==> config.mk <==
export PLATFORM = sky130hd
export DESIGN_NAME = piso_tx_flat
export DESIGN_NICKNAME = d
export VERILOG_FILES = /design/src/rtl/piso_tx_if.sv /design/src/rtl/piso_tx.sv /design/src/flat_wrapper.sv
export SDC_FILE = /design/constraint.sdc
export NUM_CORES = 1
export LEC_CHECK = 0
export CAP_MARGIN = 25
export CORE_AREA = 2 2 39 41
export CTS_CLUSTER_DIAMETER = 100
export CTS_CLUSTER_SIZE = 10
export DETAILED_ROUTE_END_ITERATION = 8
export DIE_AREA = 0 0 41 43
export PLACE_DENSITY = 0.66
export SLEW_MARGIN = 20
export SYNTH_ARGS = -nofsm -noshare
export SYNTH_HDL_FRONTEND = slang
export SYNTH_SLANG_ARGS = --single-unit
export TNS_END_PERCENT = 20
==> constraint.sdc <==
create_clock -name clk -period 1.25 [get_ports clk]
set_clock_uncertainty 0.2 [all_clocks]
set_input_delay 0.125 -clock clk [delete_from_list [all_inputs] [get_ports clk]]
set_output_delay 0.125 -clock clk [all_outputs]
set_load 0.01 [all_outputs]
==> src/rtl/piso_tx_if.sv <==
// Handshake and serial-output bundle for the parallel-in serial-out transmitter.
// The master side drives the word; the slave side (the transmitter) drives the serial outputs.
interface piso_tx_if #(
   parameter int unsigned WIDTH = 4
);
   logic [WIDTH-1:0] din;
   logic             din_valid;
   logic             din_ready;
   logic             sout;
   logic             sout_en;
   logic             busy;
   logic             done;

   modport master (
      output din, din_valid,
      input  din_ready, sout, sout_en, busy, done
   );

   modport slave (
      input  din, din_valid,
      output din_ready, sout, sout_en, busy, done
   );
endinterface

==> src/rtl/piso_tx.sv <==
// Parallel-in serial-out transmitter: takes a word over valid/ready and shifts it out LSB first,
// with a frame-enable strobe, a done pulse after each frame and an optional idle gap.
module piso_tx #(
   parameter int unsigned WIDTH = 4,
   parameter int unsigned GAP   = 0
) (
   input  logic     clk,
   input  logic     rst,
   piso_tx_if.slave bus
);

   localparam int unsigned BW       = $clog2(WIDTH + 1);
   localparam int unsigned GW       = (GAP > 0) ? $clog2(GAP + 1) : 1;
   localparam int unsigned BIT_LAST = WIDTH - 1;
   localparam int unsigned GAP_LAST = (GAP > 0) ? GAP - 1 : 0;

   typedef enum logic [1:0] {
      S_IDLE  = 2'd0,
      S_SHIFT = 2'd1,
      S_GAP   = 2'd2
   } state_t;

   state_t           r_state;
   state_t           w_state_nxt;
   logic [WIDTH-1:0] r_shreg;
   logic [WIDTH-1:0] w_shreg_nxt;
   logic [BW-1:0]    r_bitcnt;
   logic [BW-1:0]    w_bitcnt_nxt;
   logic [GW-1:0]    r_gapcnt;
   logic [GW-1:0]    w_gapcnt_nxt;
   logic             r_sout;
   logic             w_sout_nxt;
   logic             r_sout_en;
   logic             w_sout_en_nxt;
   logic             r_busy;
   logic             w_busy_nxt;
   logic             r_done;
   logic             w_done_nxt;

   // State and datapath registers; reset aborts any frame without a done pulse
   always_ff @(posedge clk) begin
      if (rst) begin
         r_state   <= S_IDLE;
         r_shreg   <= '0;
         r_bitcnt  <= '0;
         r_gapcnt  <= '0;
         r_sout    <= 1'b0;
         r_sout_en <= 1'b0;
         r_busy    <= 1'b0;
         r_done    <= 1'b0;
      end else begin
         r_state   <= w_state_nxt;
         r_shreg   <= w_shreg_nxt;
         r_bitcnt  <= w_bitcnt_nxt;
         r_gapcnt  <= w_gapcnt_nxt;
         r_sout    <= w_sout_nxt;
         r_sout_en <= w_sout_en_nxt;
         r_busy    <= w_busy_nxt;
         r_done    <= w_done_nxt;
      end
   end

   // Next-state and next-output decode; sout is preloaded at the accept edge for 1-cycle latency
   always_comb begin
      w_state_nxt   = r_state;
      w_shreg_nxt   = r_shreg;
      w_bitcnt_nxt  = r_bitcnt;
      w_gapcnt_nxt  = r_gapcnt;
      w_sout_nxt    = 1'b0;
      w_sout_en_nxt = 1'b0;
      w_done_nxt    = 1'b0;

      case (r_state)
         S_IDLE: begin
            if (bus.din_valid) begin
               w_state_nxt   = S_SHIFT;
               w_shreg_nxt   = bus.din;
               w_bitcnt_nxt  = '0;
               w_sout_nxt    = bus.din[0];
               w_sout_en_nxt = 1'b1;
            end
         end

         S_SHIFT: begin
            w_shreg_nxt  = r_shreg >> 1;
            w_bitcnt_nxt = r_bitcnt + BW'(1);
            if (r_bitcnt == BW'(BIT_LAST)) begin
               w_done_nxt = 1'b1;
               if (GAP > 0) begin
                  w_state_nxt  = S_GAP;
                  w_gapcnt_nxt = '0;
               end else begin
                  w_state_nxt = S_IDLE;
               end
            end else begin
               w_sout_nxt    = r_shreg[1];
               w_sout_en_nxt = 1'b1;
            end
         end

         S_GAP: begin
            if (r_gapcnt == GW'(GAP_LAST)) begin
               w_state_nxt = S_IDLE;
            end else begin
               w_gapcnt_nxt = r_gapcnt + GW'(1);
            end
         end

         default: begin
            w_state_nxt = S_IDLE;
         end
      endcase
   end

   assign w_busy_nxt = (w_state_nxt != S_IDLE);

   assign bus.din_ready = (r_state == S_IDLE) && !rst;
   assign bus.sout      = r_sout;
   assign bus.sout_en   = r_sout_en;
   assign bus.busy      = r_busy;
   assign bus.done      = r_done;

endmodule

==> src/flat_wrapper.sv <==
// flat-port wrapper written by rule: the top's interface ports become plain ports
module piso_tx_flat 
#(
   parameter int unsigned WIDTH = 4,
   parameter int unsigned GAP   = 0
)
  (clk, rst, bus_din, bus_din_valid, bus_din_ready, bus_sout, bus_sout_en, bus_busy, bus_done);
  piso_tx_if #(.WIDTH(WIDTH)) bus_i ();
  input  logic clk;
  input  logic rst;
  input wire logic [$bits(bus_i.din)-1:0] bus_din;
  input wire logic [$bits(bus_i.din_valid)-1:0] bus_din_valid;
  output wire logic [$bits(bus_i.din_ready)-1:0] bus_din_ready;
  output wire logic [$bits(bus_i.sout)-1:0] bus_sout;
  output wire logic [$bits(bus_i.sout_en)-1:0] bus_sout_en;
  output wire logic [$bits(bus_i.busy)-1:0] bus_busy;
  output wire logic [$bits(bus_i.done)-1:0] bus_done;
  assign bus_i.din = bus_din;
  assign bus_i.din_valid = bus_din_valid;
  assign bus_din_ready = bus_i.din_ready;
  assign bus_sout = bus_i.sout;
  assign bus_sout_en = bus_i.sout_en;
  assign bus_busy = bus_i.busy;
  assign bus_done = bus_i.done;
  piso_tx #(.WIDTH(WIDTH), .GAP(GAP)) u_core (.clk(clk), .rst(rst), .bus(bus_i));
endmodule
---- Yosys cells after proc, flatten, opt, wreduce, memory -nomap -nowiden ----
Index checks and enable logic that the tools add are counted.
storage, ports and cells
  bits in registers ....................... 14
  bits of input ports ..................... 7
  output and inout bits ................... 5
operators by class
  $add $sub $neg .......................... 2
  eq/ne operators ......................... 4
  multiplexer cells ....................... 16
  bitwise operators ....................... 1
  reductions and logical operators ........ 7
operators by type and width
  operator                                              count
  one-hot mux 4 bit (2 select lines)                    1
  2-to-1 mux 1 bit                                      6
  2-to-1 mux 2 bit                                      3
  one-hot mux 2 bit (3 select lines)                    1
  one-hot mux 3 bit (2 select lines)                    1
  2-to-1 mux 4 bit                                      1
  one-hot mux 1 bit (2 select lines)                    2
  nonzero test 2 bit                                    2
  adder 3 x 1 -> 3 bit (second input constant)          1
  equality test 3 x 2 -> 1 bit (second input constant)  1
  2-to-1 mux 3 bit                                      1
  equality test 2 x 1 -> 1 bit (second input constant)  1
  equality test 2 bit (second input constant)           1
  logical NOT 2 bit                                     1
  != test 2 bit (second input constant)                 1
  AND reduction 2 bit                                   1
  OR reduction 2 bit                                    1
  adder 1 bit (second input constant)                   1
  logical AND 1 bit                                     1
  logical NOT 1 bit                                     1
  NOT 1 bit                                             1

---- Depth between registers and ports, before layout ----
Gate-level depths: netlist of run 1.
  depth after elaboration ................. 4
  depth in mapped cells ................... 5
  depth with buffers taken out ............ 5

---- Least setup slack after synthesis of run 1 ----
OpenSTA, ideal clock, no wires.
  path kind ............................... register to register
  from .................................... reg u_core.r_bitcnt[0]
  to ...................................... reg u_core.r_bitcnt[2]
  library setup time ...................... 0.129 ns
  arrival ................................. 0.958 ns
  data required time ...................... 0.921 ns
  slack ................................... -0.037 ns
  cell stages (with the launch flop) ...... 6
  clock period less this slack ............ 1.287 ns
  cell sequence ........................... dfxtp_1 -> ha_1 -> ha_1 -> inv_1 -> a22oi_1 -> nor2_1
on the way
  word-level cells in the longest chain between the ends .. 2
RTL lines
  element                             RTL line       RTL
  start, declared                     piso_tx.sv:27  logic [BW-1:0] r_bitcnt;
  start signal, assigned              piso_tx.sv:54  r_bitcnt <= w_bitcnt_nxt;
  adder 3 x 1 -> 3 bit                piso_tx.sv:86  w_bitcnt_nxt = r_bitcnt + BW'(1);
  one-hot mux 3 bit (2 select lines)  piso_tx.sv:73  case (r_state)
No other way between the ends.
A chain may end at the register's enable or synchronous reset.

---- Worst setup path in the final report of run 1 ----
  from .................................... reg u_core.r_bitcnt[1]
  to ...................................... reg u_core.r_bitcnt[2]
The elaborated chain is that of the path after synthesis.

==> results of run 1 <==
-- metrics by stage --
step / hold WS, ps / setup slack, ps / setup TNS, ps / std cells
after floorplan: 90.8 / 0.260 / 0 / 50
after global placement: 270 / -325 / -1490 / 79
after detailed placement: 304 / -321 / -1500 / 79
after CTS: 310 / -29.3 / -60.5 / 82
after global routing: 312 / -63.3 / -340 / 82
final: 314 / -16.6 / -29.3 / 82
-- cells in the final DEF, fill, tap and decap left out, types with 2 or more instances in the layout --
cell	n
nor3_2	3
dfxtp_1	9
dlygate4sd2_1	4
clkbuf_4	3
buf_4	3
clkdlybuf4s50_1	6
nor2_1	6
nor3_1	2
ha_4	2
buf_6	2
inv_1	3
o221a_2	2
dfxtp_2	3
-- flip-flops by register name, indices dropped and copies added, names as in the netlist --
signal              cells
u_core.bus.busy         1
u_core.r_shreg          3
u_core.r_state          2
u_core.r_bitcnt         3
u_core.bus.sout_en      1
u_core.bus.done         1
u_core.bus.sout         1
-- power breakdown --
| group | switching (µW) | leakage (µW) | total [µW] | internal (µW) |
|---|---|---|---|---|
| registers | 8.67 | 0.0000996 | 406 | 398 |
| logic | 50.8 | 0.000178 | 111 | 60.5 |
| clock network | 117 | 0.0000138 | 228 | 111 |
-- layer usage --
layer / part of all wire / global-route usage / routed length (µm)
met5: 0 / 0 / 0
met1: 0.41 / 0.141 / 406
met4: 0.0091 / 0.100 / 9
met3: 0.045 / 0.0314 / 45
met2: 0.54 / 0.194 / 533
-- layout make-up --
cell class | instances | area [µm²] | area share
Multi-Input combinational cell | 30 | 299 | 0.398
Sequential cell | 12 | 244 | 0.324
Timing Repair Buffer | 16 | 145 | 0.193
Clock buffer | 3 | 22.5 | 0.0300
Inverter | 5 | 21.3 | 0.0283
Tap cell | 16 | 20.0 | 0.0266
-- critical path, cell delays in order (launching register included) --
cell,delay (ps)
dfxtp_2,340
ha_4,160
ha_4,250
inv_2,30
a22oi_2,120
nor2_1,60
-- kinds of logic after synthesis --
family | Yosys count
DFF | 12
muxes | 2
AOI/OAI and AO/OA | 9
other | 1
and+or+nand+nor | 16
buffers and inverters | 8
adders and majority gates | 2
-- worst min-delay path by stage --
| stage | startpoint | to | slack [ps] | depth (start not counted) |
|---|---|---|---|---|
| 6_report | bus_din[1] | u_core.r_shreg[1] | 310 | 2 |
| 5_1_grt | bus_din[1] | u_core.r_shreg[1] | 310 | 2 |
| 4_1_cts | bus_din[1] | u_core.r_shreg[1] | 310 | 2 |
| 3_5_place_dp | u_core.r_shreg[3] | u_core.r_shreg[3] | 300 | 2 |
| 3_3_place_gp | u_core.r_shreg[3] | u_core.r_shreg[3] | 270 | 2 |
| 2_1_floorplan | bus_din_valid | u_core.r_shreg[3] | 90 | 2 |
-- repair_timing --
action / in CTS / in global routing
pin swaps: 0 / 6
hold endpoints to repair: 0 / 0
gates resized for setup: 11 / 16
setup endpoints to repair: 11 / 11
==> metrics.txt, run 1 <==
Fin. Hold Viols=0; first-pass GRT wire length=approximately 1500 µm; PnR worst setup slack=-16.6 ps; Post-synth EDFFs=0; Die X-Extent=41 µm; post-synthesis sequential area ratio=0.476; Setup Crit Path Kind=flip-flop to flip-flop; worst-path maximum fanout=2; site row count=14; CTS Sinks=12; post-route minimum period=1270 ps; Top Ports=12; DP Area=653 µm²; r2r setup slk=-20 ps; status=finished with violations; DR pass1 iterations=2; Simple-Gate Fraction of Synth Area=0.184; largest family of logic cells by synthesized area=simple AND/OR/NAND/NOR gates; deepest clock path buffer count=2; final layout net count=77; Final Cell Area=approximately 750 µm²; CP endpoint kind=flip-flop; Setup crit start kind=flip-flop; CTS tree=yes; Routed Wire Length=994 µm; H-tree levels=1; clock root buffer=clkbuf_4; Fmax=between 700 and 800 MHz; total grt overflow=0; CP arrival=1230 ps; worst setup path end=u_core.r_bitcnt[2]; Initial Utilization=0.364; Synth area leaders=dfxtp_1, ha_1, nor3_1; Yosys reg bits=12; top cell type by total area after synthesis=dfxtp_1; routed length per instance=approximately 12 µm; ANT cells=0; Worst-Skew Late Latency=between 200 and 300 ps; post-synthesis cell type count=21; Max Slew Vio Count=0; initial antenna violation count=0; Total Power=approximately 750 µW; Synthesis Warnings=0; Post-Synth Adder-Cell Area=0.0496; XOR/XNOR Fraction of Synth Area=0; Die Outline Area=~1800 µm²; RSZ-0062 raised after global routing=yes; Worst Hold Class=primary input to flip-flop; Synth Area in Compound Gates=0.161; total CTS buffers=3; Worst setup startpoint=u_core.r_bitcnt[1]; Net Count, Synth=about 60; Vias/cell=5.06; via count=415; post-route DRC violation count=0; Layout fillers=138; largest net degree at the start of global routing=12; Reg-to-Reg End=u_core.r_bitcnt[2]; Avg Inst Size Synth=10.1 µm²; most common cell in the netlist=dfxtp_1; failing checks=negative setup slack; clock transition at the registers of the reported paths=70 ps; GRT Overall Usage=0.127; Die Y=43 µm; mapped cell area=504 µm²; R2R Path Start=u_core.r_bitcnt[1]; ANT nets after route=0; asr flop ratio synth=0; Mapped Cells=50; final core utilization=0.543; share of cells above drive strength 1=0.439; Worst VDD drop=0.508 mV; RePlAce Congestion=0.712; Lkg Pwr=0.000292 µW; core footprint=between 1000 and 1500 µm²; mux cell area share after synthesis=0.0397; DP HPWL=between 600 and 700 µm; 1st-iter DRT viols=3; area grow syn2layout=49.1%; commonest cells in the synthesized netlist=dfxtp_1, nor2_1, inv_1, nor3_1; pwr dens=slightly below 1000 nW/µm²; endpoints failing setup=2; prevailing post-synth register cell=dfxtp_1; WP data required=between 1000 and 1500 ps; R2R depth=5; Yosys top cell area share=0.476; Buffers on Ports=11; Max-cap violations=0; CTS Hold Bufs=0; vias in the first global route=between 300 and 400; crit share post-route=1.01; post-CTS setup buffers=0
Note: power is estimated with default switching activity, not from simulation.
==> run 2: changes to the inputs <==
REMOVE_ABC_BUFFERS = 1   (was default)
==> run 2 against run 1 <==
The flow now finishes without violations. Via count down 5.3%. Critical path type unchanged. Combinational power is 5% lower. Global-route usage increased by 1.3 points. Wire length fell by 6.9%. Highest routed layer unchanged. Total power fell by 0.66%. Sequential share of layout area grew 1.3 points. Count of clock-buffer cells in the layout stayed put. Largest cell class unchanged. Non-clock buffer count is 1 lower. First-iteration DRC count is 100% higher.
==> metrics.txt, run 2 (synthesis gave the netlist of run 1 again) <==
Vias/cell=4.85 (-4.1%); Total Power=741 µW (-0.66%); pwr dens=1020 nW/µm² (+2.8%); post-route minimum period=1250 ps (-19.0 ps); vias in the first global route=369 (-6.1%); R2R Path Start=u_core.r_bitcnt[1]; Top Layer Used=met4; Worst VDD drop=0.519 mV (+2.1%); WL met1=437 µm (+7.6%); post-route DRC violation count=0 (unchanged); ANT nets after route=0 (unchanged); RePlAce Congestion=0.614 (-14%); deepest clock path buffer count=2 (unchanged); Setup Crit Path Kind=flip-flop to flip-flop; area grow syn2layout=44.2%; Die Y=43 µm (unchanged); Int Pwr=567 µW (-0.35%); Max-cap violations=0 (unchanged); Reg-to-Reg End=u_core.r_bitcnt[2]; initial antenna violation count=0 (unchanged); total CTS buffers=3 (unchanged); CTS tree=yes; Final Cell Area=727 µm² (-3.3%); DP HPWL=685 µm (-1.4%); Fin. Hold Viols=0 (unchanged); Initial Utilization=0.364 (unchanged); Die X-Extent=41 µm (unchanged); clock share of power=0.310 (+0.004); clock transition at the registers of the reported paths=70 ps (about the same); Setup crit start kind=flip-flop; Sw Share=0.234 (-0.00234); most frequent cells in the layout=dfxtp_1, nor2_1, clkdlybuf4s50_1, dlygate4sd2_1, dfxtp_2; WP data required=1210 ps (about the same); Die Outline Area=1760 µm² (unchanged); DR pass1 iterations=3 (+1); r2r setup slk=2 ps (+20 ps); Lkg Pwr=0.000286 µW (-1.8%); GRT Overall Usage=0.140 (+0.0127); endpoints failing setup=0 (-2); metal3 WL=35 µm (-22%); CTS Hold Bufs=0 (unchanged); CTS Sinks=12 (unchanged); Worst Hold Class=primary input to flip-flop; Max Slew Vio Count=0 (unchanged); RSZ-0062 raised after global routing=yes; biggest regs=u_core.r_bitcnt x3, u_core.r_shreg x3, u_core.r_state x2; Top Ports=12 (unchanged); Worst setup startpoint=u_core.r_bitcnt[1]; H-tree levels=1 (unchanged); CP arrival=1210 ps (-20 ps); final layout net count=76 (-1.3%); power share of the combinational group=0.142 (-0.007); Worst-Skew Late Latency=270 ps (about the same); worst setup path end=u_core.r_bitcnt[2]; via count=393 (-5.3%); Buffers on Ports=11 (unchanged); core footprint=1380 µm² (unchanged); first-pass GRT wire length=1580 µm (+7.6%); Flop pwr share=0.548 (+0.003); met2 routed WL=436 µm (-18%); largest net degree at the start of global routing=12 (unchanged); Fmax=802 MHz (+1.5%); Routed Wire Length=925 µm (-6.9%); crit share post-route=0.998 (-0.0152); routed length per instance=11.4 µm (-5.8%); CP endpoint kind=flip-flop; net switching power=174 µW (-1.6%); status=finished clean; worst-path maximum fanout=2 (unchanged); commonest non-fill, non-tap cell in the layout=dfxtp_1; clock root buffer=clkbuf_4; DP Area=642 µm² (-1.7%); share of cells above drive strength 1=0.415 (-0.0240); ANT cells=0 (unchanged); R2R depth=5 (unchanged); site row count=14 (unchanged); total grt overflow=0 (unchanged); 1st-iter DRT viols=6 (+3)
## run 2: critical path, stage by stage, from the launching register on
cell and delay [ps]:
dfxtp_2 340, ha_4 160, ha_4 250, inv_2 30, a22oi_2 100, nor2_1 60
## run 2: through the flow
step                      TNS [ps]  hold WS, ps  instances  setup slack [ps]  utilization
after floorplan              -24.7        -4.26         47             -24.7            -
after global placement       -1600          274         78              -367        0.464
after detailed placement     -1790          295         78              -367        0.464
after CTS                     -128          299         81             -72.2        0.476
after global routing          -208          298         81             -48.5        0.525
final                            0          302         81              2.40        0.525
## run 2: power groups by stage
stage | Combinational (µW) | Clock, µW | Sequential [µW]
2_1_floorplan | 36.4 | 0 | 420
3_3_place_gp | 97.8 | 0 | 412
3_5_place_dp | 99.3 | 0 | 413
4_1_cts | 96.5 | 240 | 404
5_1_grt | 115 | 264 | 408
6_report | 105 | 230 | 406
## run 2: metal layers
layer	global-route usage	vias to the layer above
li1	-	208
met1	0.163	176
met2	0.194	7
met3	0.0471	2
met4	0.120	0
met5	0	-
## run 2: timing repair
item	CTS	global route
endpoints found under the setup margin	9	11
buffers inserted	0	0
gates cloned	0	0
pin swaps	0	5
resized for setup	10	17
endpoints found under the hold margin	0	0
## run 2: layout make-up
class / count / area [µm²]
fill: 136 / 657
clock buffer: 3 / 22.5
tap: 16 / 20.0
sequential: 12 / 245
multi-input combinational: 30 / 280
timing repair buffer: 15 / 138
inverter: 5 / 21.3
## run 2: how the worst min path moves through the flow
stage	start	to	slack [ps]	cells after the start
2_1_floorplan	rst	u_core.bus.done	-4	1
4_1_cts	bus_din[1]	u_core.r_shreg[1]	300	2
3_3_place_gp	u_core.r_shreg[3]	u_core.r_shreg[3]	270	2
5_1_grt	bus_din[1]	u_core.r_shreg[1]	300	2
6_report	bus_din[1]	u_core.r_shreg[1]	300	2
3_5_place_dp	u_core.r_shreg[3]	u_core.r_shreg[3]	300	2
==> run 3: changes to the inputs <==
PLACE_DENSITY = 0.69   (was 0.66)
==> run 3 against run 2 <==
The flow now finishes with violations (negative setup slack). Critical endpoint unchanged. Critical path depth did not move. Highest routed layer unchanged. Largest cell class unchanged. Register-to-register slack worse by 20 ps. Combinational power about the same. Sequential share of layout area fell by 0.57 points. First-iteration DRC count rose by 67%. Cell count shrank 1.2%. Non-clock buffer count is 1 lower. Total power is 0.30% higher. Utilization grew 0.90 points. Largest power group unchanged.
==> metrics.txt, run 3 (synthesis gave the netlist of run 1 again) <==
fin cells=80 (-1.2%); RSZ-0062 raised after global routing=yes; site row count=14 (unchanged); CP arrival=1230 ps (+20 ps); net switching power=175 µW (+0.72%); initial antenna violation count=0 (unchanged); CTS tree=yes; Critical Path Max Stage Delay=340 ps (about the same); H-tree levels=1 (unchanged); biggest regs=u_core.r_bitcnt x3, u_core.r_shreg x3, u_core.r_state x2; final layout net count=75 (-1.3%); failing checks=negative setup slack; CP endpoint kind=flip-flop; Worst VDD drop=0.419 mV (-19%); power share of the combinational group=0.146 (+0.004); deepest clock path buffer count=2 (unchanged); r2r setup slk=-20 ps (-20 ps); crit share post-route=1.01 (+0.0151); WP data required=1210 ps (about the same); Fmax=790 MHz (-1.5%); Int Pwr=568 µW (+0.17%); worst-path maximum fanout=2 (unchanged); placed cells=77 (-1.3%); commonest non-fill, non-tap cell in the layout=dfxtp_1; CTS Sinks=12 (unchanged); Layout fillers=125 (-8.1%); Die X-Extent=41 µm (unchanged); pwr dens=1000 nW/µm² (-1.4%); routed length per instance=12.1 µm (+6.3%); CP cell instances=ha_4 -> ha_4 -> inv_2 -> a22oi_2 -> nor2_1; Sw Share=0.235 (+0.000985); total CTS buffers=3 (unchanged); vias in the first global route=354 (-4.1%); post-CTS setup buffers=0 (unchanged); clock transition at the registers of the reported paths=70 ps (about the same); Flop pwr share=0.548 (about the same); Reg area=245 µm² (unchanged); Setup Crit Path Kind=flip-flop to flip-flop; Final Cell Area=739 µm² (+1.7%); Lkg Pwr=0.000283 µW (-1.0%); core footprint=1380 µm² (unchanged); Multi-input gate area=300 µm² (+7.1%); DR pass1 iterations=2 (-1); Worst Hold Class=flip-flop to flip-flop; area grow syn2layout=46.6%; GRT Overall Usage=0.120 (-0.0202); post-route minimum period=1270 ps (+18.9 ps); most frequent cells in the layout=dfxtp_1, nor2_1, clkdlybuf4s50_1; largest net degree at the start of global routing=12 (unchanged); Buffers on Ports=11 (unchanged); Worst path slowest cell=dfxtp_2; DP Area=634 µm² (-1.2%); Routed Wire Length=971 µm (+5.0%); ANT nets after route=0 (unchanged); clock share of power=0.307 (-0.003); Die Y=43 µm (unchanged); Vias/cell=4.95 (+2.0%); first-pass GRT wire length=1390 µm (-12%); post-route DRC violation count=0 (unchanged); PnR worst setup slack=-16.5 ps (-18.9 ps); share of cells above drive strength 1=0.469 (+0.0534); cell mode on critical path=ha_4; via count=396 (+0.76%); Fin. Hold Viols=0 (unchanged); RePlAce Congestion=0.665 (+8.3%); DP HPWL=598 µm (-13%); 1st-iter DRT viols=10 (+4); worst hold margin=292 ps (-9.74 ps); Top Ports=12 (unchanged); total grt overflow=0 (unchanged); Max Slew Vio Count=0 (unchanged); status=finished with violations; CTS Hold Bufs=0 (unchanged); Max-cap violations=0 (unchanged); Worst-Skew Late Latency=260 ps (about the same); ANT cells=0 (unchanged); Total Power=743 µW (+0.30%); endpoints failing setup=3 (+3); Die Outline Area=1760 µm² (unchanged); Setup crit start kind=flip-flop; Initial Utilization=0.364 (unchanged); clock root buffer=clkbuf_4
-- run 3: layout make-up --
type	count	area share
multi-input combinational	30	0.406
timing repair buffer	14	0.176
sequential	12	0.332
inverter	5	0.0288
tap	16	0.0271
clock buffer	3	0.0305
-- run 3: layer usage --
metal / track usage / up-vias / wire length [µm]
li1: - / 203 / -
met1: 0.140 / 178 / 395
met2: 0.172 / 11 / 479
met3: 0.0314 / 4 / 52
met4: 0.100 / 0 / 44
met5: 0 / - / 0
-- run 3: worst paths after layout --
path / cells after the start / end / startpoint
worst max register to register: 5 / u_core.r_bitcnt[2] / u_core.r_bitcnt[1]
worst max-delay path: 5 / u_core.r_bitcnt[2] / u_core.r_bitcnt[1]
worst min register to register: 2 / u_core.r_shreg[3] / u_core.r_shreg[3]
worst min-delay path: 2 / u_core.r_shreg[3] / u_core.r_shreg[3]
-- run 3: power by group through the flow --
stage / logic, µW / registers, µW / clock network (µW)
after global placement: 95.5 / 412 / 0
final: 108 / 407 / 228
after global routing: 118 / 409 / 261
after CTS: 96.4 / 404 / 240
after detailed placement: 95.9 / 413 / 0
after floorplan: 36.4 / 420 / 0
-- run 3: through the flow --
| step | setup WS (ps) | TNS [ps] | utilization |
|---|---|---|---|
| after floorplan | -24.7 | -24.7 | - |
| after global placement | -306 | -1590 | 0.458 |
| after detailed placement | -327 | -1560 | 0.458 |
| after CTS | -40.2 | -110 | 0.479 |
| after global routing | -79.4 | -404 | 0.534 |
| final | -16.5 | -28.9 | 0.534 |
-- run 3: critical path: cells and delay by family (launching register included) --
family / cells / cell delay (ps)
AOI/OAI and AO/OA: 1 / 120
adders and majority gates: 2 / 420
buffers and inverters: 1 / 30
DFF: 1 / 340
and+or+nand+nor: 1 / 60
-- run 3: timing repair --
action | in CTS | in global routing
gates resized for setup | 13 | 18
pin swaps | 1 | 7
hold endpoints to repair | 0 | 0
endpoints found under the setup margin | 10 | 12
